File: src/rtl/nes_pad_pkg.sv
// nes_pad_pkg: shared state type, button indices and pin-encoding helper for the pad serializer
package nes_pad_pkg;

    typedef enum logic [1:0] {IDLE, LOAD, SHIFT, EXHAUST} pad_state_t;

    localparam int BTN_A     = 0;
    localparam int BTN_B     = 1;
    localparam int BTN_SEL   = 2;
    localparam int BTN_START = 3;
    localparam int BTN_UP    = 4;
    localparam int BTN_DOWN  = 5;
    localparam int BTN_LEFT  = 6;
    localparam int BTN_RIGHT = 7;
    localparam int BTN_X     = 8;
    localparam int BTN_Y     = 9;
    localparam int BTN_L     = 10;
    localparam int BTN_R     = 11;

    function automatic logic to_pin(input logic logical, input logic active_lo);
        return logical ^ active_lo;
    endfunction

endpackage

File: src/rtl/nes_pad_serializer_sync_edge_det.sv
// sync_edge_det: multi-flop synchroniser for an async input plus one flop for rise/fall detection
module sync_edge_det #(
    parameter int STAGES = 2
) (
    input  logic       clk,
    input  logic       rst_n,
    input  logic       i_async,
    output logic [1:0] o_edge
);

    logic [STAGES-1:0] r_sync;
    logic              r_prev;
    logic              w_level;

    assign w_level = r_sync[STAGES-1];
    assign o_edge  = {r_prev & ~w_level, ~r_prev & w_level};

    // shift the async input through the chain and remember the previous synced level
    always_ff @(posedge clk or negedge rst_n) begin
        if (!rst_n) begin
            r_sync <= '0;
            r_prev <= 1'b0;
        end else begin
            r_sync <= {r_sync[STAGES-2:0], i_async};
            r_prev <= w_level;
        end
    end

endmodule

File: src/rtl/nes_pad_serializer.sv
// nes_pad_serializer: controller-port emulator shifting NUM_PADS button sets out to a console reader
module nes_pad_serializer
    import nes_pad_pkg::*;
#(
    parameter int NUM_PADS       = 2,
    parameter int BITS           = 8,
    parameter int SYNC_STAGES    = 2,
    parameter bit DATA_ACTIVE_LO = 1'b1,
    parameter bit FILL_LOGIC     = 1'b1
) (
    input  logic                       clk,
    input  logic                       reset,
    input  logic [NUM_PADS*BITS-1:0]   btn_in,
    input  logic                       pad_latch,
    input  logic                       pad_clk,
    output logic [NUM_PADS-1:0]        data_out,
    output logic [$clog2(BITS+1)-1:0]  bit_idx,
    output logic                       frame_done,
    output logic                       overrun,
    input  logic                       overrun_clr
);

    localparam int            IW   = $clog2(BITS+1);
    localparam logic [IW-1:0] LAST = IW'(BITS-1);

    pad_state_t                 r_state, w_next;
    logic [IW-1:0]              r_idx;
    logic                       r_frame_done, r_overrun;
    logic [NUM_PADS*BITS-1:0]   r_btn_pipe [SYNC_STAGES];
    logic [1:0]                 w_latch_edge, w_clk_edge;
    logic                       w_latch_rise, w_latch_fall, w_clk_rise, w_shift, w_last;
    logic [NUM_PADS*BITS-1:0]   w_btn_d;

    sync_edge_det #(.STAGES(SYNC_STAGES)) u_latch_sync (
        .clk(clk), .rst_n(reset), .i_async(pad_latch), .o_edge(w_latch_edge)
    );

    sync_edge_det #(.STAGES(SYNC_STAGES)) u_clk_sync (
        .clk(clk), .rst_n(reset), .i_async(pad_clk), .o_edge(w_clk_edge)
    );

    assign w_latch_rise = w_latch_edge == 2'b01;
    assign w_latch_fall = w_latch_edge == 2'b10;
    assign w_clk_rise   = w_clk_edge == 2'b01;
    assign w_shift      = r_state == SHIFT && w_clk_rise && !w_latch_rise;
    assign w_last       = w_shift && r_idx == LAST;
    assign w_btn_d      = r_btn_pipe[SYNC_STAGES-1];
    assign bit_idx      = r_idx;
    assign frame_done   = r_frame_done;
    assign overrun      = r_overrun;

    // next state: latch edges steer the frame, a clk rise on the last bit exhausts it
    always_comb begin
        w_next = r_state;
        case (r_state)
            IDLE, EXHAUST: w_next = w_latch_rise ? LOAD : r_state;
            LOAD:          w_next = w_latch_fall ? SHIFT : LOAD;
            SHIFT:         w_next = w_latch_rise ? LOAD : w_last ? EXHAUST : SHIFT;
            default:       w_next = IDLE;
        endcase
    end

    // delay buttons to match the latch synchroniser so LOAD output lags btn_in like a pad edge
    always_ff @(posedge clk or negedge reset) begin
        if (!reset) begin
            for (int i = 0; i < SYNC_STAGES; i++) r_btn_pipe[i] <= '0;
        end else begin
            r_btn_pipe[0] <= btn_in;
            for (int i = 1; i < SYNC_STAGES; i++) r_btn_pipe[i] <= r_btn_pipe[i-1];
        end
    end

    // state, saturating bit counter, frame pulse and sticky overrun (set beats clear)
    always_ff @(posedge clk or negedge reset) begin
        if (!reset) begin
            r_state      <= IDLE;
            r_idx        <= '0;
            r_frame_done <= 1'b0;
            r_overrun    <= 1'b0;
        end else begin
            r_state      <= w_next;
            r_idx        <= (w_next == LOAD) ? '0 : w_shift ? r_idx + 1'b1 : r_idx;
            r_frame_done <= w_last;
            r_overrun    <= (r_state == SHIFT && w_latch_rise && r_idx != '0) ? 1'b1 :
                            overrun_clr ? 1'b0 : r_overrun;
        end
    end

    for (genvar p = 0; p < NUM_PADS; p++) begin : g_pad
        logic [BITS-1:0] r_shreg;
        logic            w_logic;

        assign w_logic     = (r_state == IDLE) ? 1'b0 : (r_state == EXHAUST) ? FILL_LOGIC : r_shreg[0];
        assign data_out[p] = to_pin(w_logic, DATA_ACTIVE_LO);

        // parallel load while latched, shift in FILL_LOGIC from the top on each accepted clk rise
        always_ff @(posedge clk or negedge reset) begin
            if (!reset)               r_shreg <= '0;
            else if (w_next == LOAD) r_shreg <= w_btn_d[p*BITS +: BITS];
            else if (w_shift)        r_shreg <= {FILL_LOGIC, r_shreg[BITS-1:1]};
        end
    end

endmodule
File: config.mk
export PLATFORM = sky130hd
export DESIGN_NAME = nes_pad_serializer
export DESIGN_NICKNAME = d
export VERILOG_FILES = /design/src/rtl/nes_pad_pkg.sv /design/src/rtl/nes_pad_serializer_sync_edge_det.sv /design/src/rtl/nes_pad_serializer.sv
export SDC_FILE = /design/constraint.sdc
export NUM_CORES = 1
export LEC_CHECK = 0
export CORE_AREA = 5 5 81 83
export DETAILED_ROUTE_END_ITERATION = 16
export DIE_AREA = 0 0 86 88
export PLACE_DENSITY = 0.58
export SETUP_SLACK_MARGIN = 0.05
export SLEW_MARGIN = 20
export SYNTH_ARGS = -nofsm -noshare
export SYNTH_HDL_FRONTEND = slang
export SYNTH_SLANG_ARGS = --single-unit
File: constraint.sdc
create_clock -name clk -period 3.73 [get_ports clk]
set_clock_uncertainty 0.2 [all_clocks]
set_input_delay 0.373 -clock clk [delete_from_list [all_inputs] [get_ports clk]]
set_output_delay 0.373 -clock clk [all_outputs]
set_load 0.1 [all_outputs]
# == Word-level counts from Yosys, hierarchy flattened ==
# Index checks and enable logic that the tools add are counted.
# word_totals
out_inout_bits,8
input_bits,21
elab_cells,59
register_bits,62
# classes
addsub,1
mux,17
eq_ne,8
bitwise_logic,10
n_reduce_logical,11
# op_table
operator,count
8-bit two-way mux,4
"2-bit by 1-bit == test with 1-bit output, second input constant",4
4-bit two-way mux,2
1-bit two-way mux,7
"2-bit == test, second input constant",3
2-bit two-way mux,3
1-bit inverter,6
2-bit case mux with 3 select lines,1
1-bit logical AND,5
"4-bit by 1-bit adder with 4-bit output, second input constant",1
1-bit AND,4
"4-bit by 3-bit == test with 1-bit output, second input constant",1
2-bit nonzero test,2
4-bit nonzero test,1
2-bit logical NOT,1
2-bit OR reduction,1
1-bit logical NOT,1

# == Longest topological paths before layout ==
# logic_depth
ltp_word,11
ltp_mapped,8

# == Cells and area by module ==
# A second synthesis with hierarchy kept.
# unflattened
hier_cells,146
hier_area_um2,2267.2
# modules_own_cells
mod,area_each_um2,instances,cells_each,seq_area_each_um2
nes_pad_serializer,2087.0,1,136,1401.3
sync_edge_det,90.1,2,5,75.1

# == Least setup slack after synthesis ==
# No wires, ideal clock.
# synth_path
path_kind,reg-to-output
from,register r_state[0]
to,output port data_out[0]
path_stages_with_launch,3
setup_slack_ns,1.133
t_arrival_ns,2.024
cell_sequence,dfrtp_1 > ha_1 > o21bai_1
# synth_via
elab_chain_cells,4
elab_cells_between_ends,5
cone_classes,1 x eq/ne; 2 x mux; 1 x bitwise; 1 x reduce/logical
# synth_rtl
item,line_no,source
"start, declared",nes_pad_serializer.sv:26,"pad_state_t r_state, w_next;"
"start signal, assigned",nes_pad_serializer.sv:81,r_state <= w_next;
2-bit == test,nes_pad_serializer.sv:93,assign w_logic = (r_state == IDLE) ? 1'b0 : (r_state == EXHAUST) ? FILL_LOGIC : r_shreg[0];
1-bit two-way mux,nes_pad_serializer.sv:93,
1-bit two-way mux *,nes_pad_serializer.sv:93,
1-bit inverter (no line) *,n/a,
"end, declared",nes_pad_serializer.sv:16,"output logic [NUM_PADS-1:0] data_out,"
# Mark *: on every way between the ends. The rest lies on a longest branch, timed or not.

# == Worst setup path in the final report ==
# Ends and elaborated chain as after synthesis.

==> impl_metrics.csv <==
group,metric,value,unit
worst_setup_path,cp.arrival,2.26,ns
detailed_routing,ant_nets,0,
worst_setup_path,rrSetupSlack,1.16,ns
yosys,synthArstFlopShare,100,%
die,num_rows,28,
clock_network,cts_resized,0,
die,core,5780,µm²
place,dpl_cell_area,2600,µm²
yosys,synth_top_area_share,69.4,%
sta,post-route-period-util,76.0,%
yosys,ys_seq_area_share,69.4,%
clock_network,htreeDepth,3,
final_layout,fin_nets,210,
yosys,syn_area_per_cell,15.5,µm²
yosys,yosys.cell_types.count,26,
run,max_cap_viol_count,0,
min_path,hold_start,"u_latch_sync.r_sync[0]",
worst_setup_path,cp.required,3.16,ns
sta,tightest_slew,0.967,ns
clock_network,clock-sinks,62,
min_path,hold_path_depth,0,
place,hpwlAfterDp,2170,µm
final_layout,layout-drive-gt1-share,16.0,%
sta,drv_slew,0,
yosys,synth_commonest_cells,"dfrtp_1, mux2_1, inv_1, nor2_1, mux2_2",
detailed_routing,viasPerCell,4.46,
power_and_ir_drop,power.internal,1.50,mW
final_layout,area_growth,26.4,%
power_and_ir_drop,cellPowerDensity,783,nW/µm²
outcome,outcome,"finished, final reports clean",
worst_setup_path,start_kind,"flop",
min_path,hold-path-endpoint,"u_latch_sync.r_sync[1]",
worst_setup_path,r2r_cells,9,
yosys,synth_edf_count,0,
min_path,hp-class,"flop to flop",
detailed_routing,drtPass1Iterations,4,
global_routing,grt_pass1_vias,1274,
clock_network,cts_tree,"done",
sta,tns,0,ns
power_and_ir_drop,power,2.21,mW
place,place_congestion,0.722,
global_routing,grt-ovfl-total,0,
yosys,netlist_area,2230,µm²
sta,relSlewSlack,35.3,%
power_and_ir_drop,p_switching,0.712,mW
worst_setup_path,cp_max_fo,4,
yosys,synth.largest_area_cell,"dfrtp_1",
clock_network,clock_latency,0.33,ns
global_routing,grt_antenna_before_repair,0,
worst_setup_path,rr_startpoint,"r_state[0]",
final_layout,antenna_cells,0,
power_and_ir_drop,leakage,1.23,nW
place,place_inst,246,
die,initial_core_util,38.7,%
final_layout,fin_area,2830,µm²
detailed_routing,remaining_drc_errors,0,
sta,grt_setup_unrepaired,"no",
yosys,yosysMostFrequentCell,"dfrtp_1",
sta,hold_violations,0,
detailed_routing,initialDrtViolationCount,24,
yosys,ys.flop_type,"dfrtp_1",
sta,setup_viol,0,
sta,post-route-min-period,2.83,ns
power_and_ir_drop,ir_drop,0.000435,V
die,io_pins,29,
yosys,syn_nets,171,
yosys,ys_seq_elements,62,
sta,final.setup.worst_slack,0.896,ns
place,dp_slack,1.17,ns
final_layout,fin_cells,263,
worst_setup_path,rr_endpoint,"g_pad[0].r_shreg[5]",
clock_network,cts.path.max_buffers,2,
global_routing,track_usage,10.5,%
power_and_ir_drop,p_seq_share,39.2,%
power_and_ir_drop,clkPwrFrac,28.2,%
power_and_ir_drop,p_comb_share,32.6,%
worst_setup_path,cp-end-kind,"primary output",
yosys,synth.area.top_cells,"dfrtp_1, mux2_1, mux2_2",
clock_network,cts_root_buf,"clkbuf_8",
worst_setup_path,path_class,"flop to primary output",
place,portBuffers,28,
global_routing,grt_max_degree,35,
yosys,yosysWarnings,0,
detailed_routing,totalWireLength,3300,µm
final_layout,fin_util,48.9,%
die,die_x,86,µm
global_routing,grt_pass1_wl,5820,µm
clock_network,cts_setup_buffers,0,
detailed_routing,vias,1174,
yosys,synthCells,144,
sta,fmax,353,MHz
detailed_routing,route.detailed.wl_per_inst,12.5,µm
die,die_area,7570,µm²
sta,timing.hold.ws,0.148,ns
clock_network,cts-buffers-inserted,9,
clock_network,cts.clk_slew.worst_paths,0.06,ns
power_and_ir_drop,p_sw_share,32.2,%
die,die_y,88,µm
## placed cells by master (no fill, tap or decap), types with 2 or more instances in the layout
| cell type | synthesis | routed |
|---|---|---|
| clkdlybuf4s50_1 | 0 | 27 |
| clkinv_2 | 0 | 2 |
| clkbuf_8 | 0 | 9 |
| o21bai_1 | 2 | 2 |
| buf_4 | 2 | 3 |
| inv_1 | 9 | 9 |
| mux2i_1 | 3 | 3 |
| nor2_1 | 9 | 9 |
| xnor2_1 | 2 | 2 |
| nor3_2 | 2 | 2 |
| mux2_2 | 7 | 7 |
| dfrtp_1 | 62 | 62 |
| mux2_1 | 21 | 21 |
| bufinv_16 | 0 | 2 |
| nand2_1 | 4 | 4 |
| ha_1 | 6 | 6 |
## flip-flops by register name, indices dropped and copies added (netlist names)
| name | flops |
|---|---|
| r_btn_pipe | 16 |
| bit_idx | 4 |
| u_latch_sync.r_prev | 1 |
| u_clk_sync.r_prev | 1 |
| r_state | 2 |
| w_btn_d | 16 |
| overrun | 1 |
| frame_done | 1 |
| u_clk_sync.r_sync | 2 |
| g_pad.r_shreg | 16 |
| u_latch_sync.r_sync | 2 |
## power by group through the flow
stage | clock network [mW] | logic, mW | registers [mW]
finish | 0.625 | 0.721 | 0.867
global route | 0.681 | 0.787 | 0.884
CTS | 0.652 | 0.735 | 0.870
detailed placement | 0 | 0.729 | 0.883
global placement | 0 | 0.700 | 0.875
floorplan | 0 | 0.579 | 0.878
## kinds of logic after synthesis
kind of cell / after synthesis / share of synthesized area [%]
mux: 31 / 15.5
flops: 62 / 69.4
simple gates: 21 / 5.04
compound gates: 8 / 2.91
fa+ha+maj: 6 / 3.36
xor+xnor: 3 / 1.18
buf+inv: 13 / 2.63
## worst max-delay path, stage by stage, from the launching register on
cell             delay, ns
dfrtp_1               0.42
inv_1                 0.10
ha_1                  0.17
o21bai_1              0.11
clkdlybuf4s50_1       1.14
## routing by layer
layer | vias up | global-route usage, % | routed length, µm
met5 | - | 0 | 0
met2 | 29 | 15.6 | 1510
met4 | 0 | 8.63 | 115
met1 | 578 | 12.1 | 1480
met3 | 9 | 4.05 | 196
li1 | 558 | - | -
## area by class of cell
cell class / instances / area (µm²)
Timing Repair Buffer: 32 / 308
Clock inverter: 6 / 86.3
Multi-Input combinational cell: 69 / 624
Tap cell: 75 / 93.8
Inverter: 9 / 33.8
Fill cell: 515 / 2960
Clock buffer: 10 / 128
Sequential cell: 62 / 1550
## repair_timing
action | in CTS | in global routing
hold buffers | 1 | 0
hold endpoints to repair | 28 | 0
setup endpoints to repair | 0 | 0
## worst max path at each step
stage,from,end,slack [ns],cells after the start
5_1_grt,r_state[0],data_out[1],0.78,4
3_3_place_gp,r_state[0],g_pad[0].r_shreg[5],1.27,9
3_5_place_dp,r_state[0],g_pad[0].r_shreg[5],1.17,9
2_1_floorplan,r_state[0],data_out[0],1.13,2
6_report,r_state[0],data_out[0],0.90,4
4_1_cts,r_state[0],data_out[0],0.87,4
(Power assumes the default switching activity.)
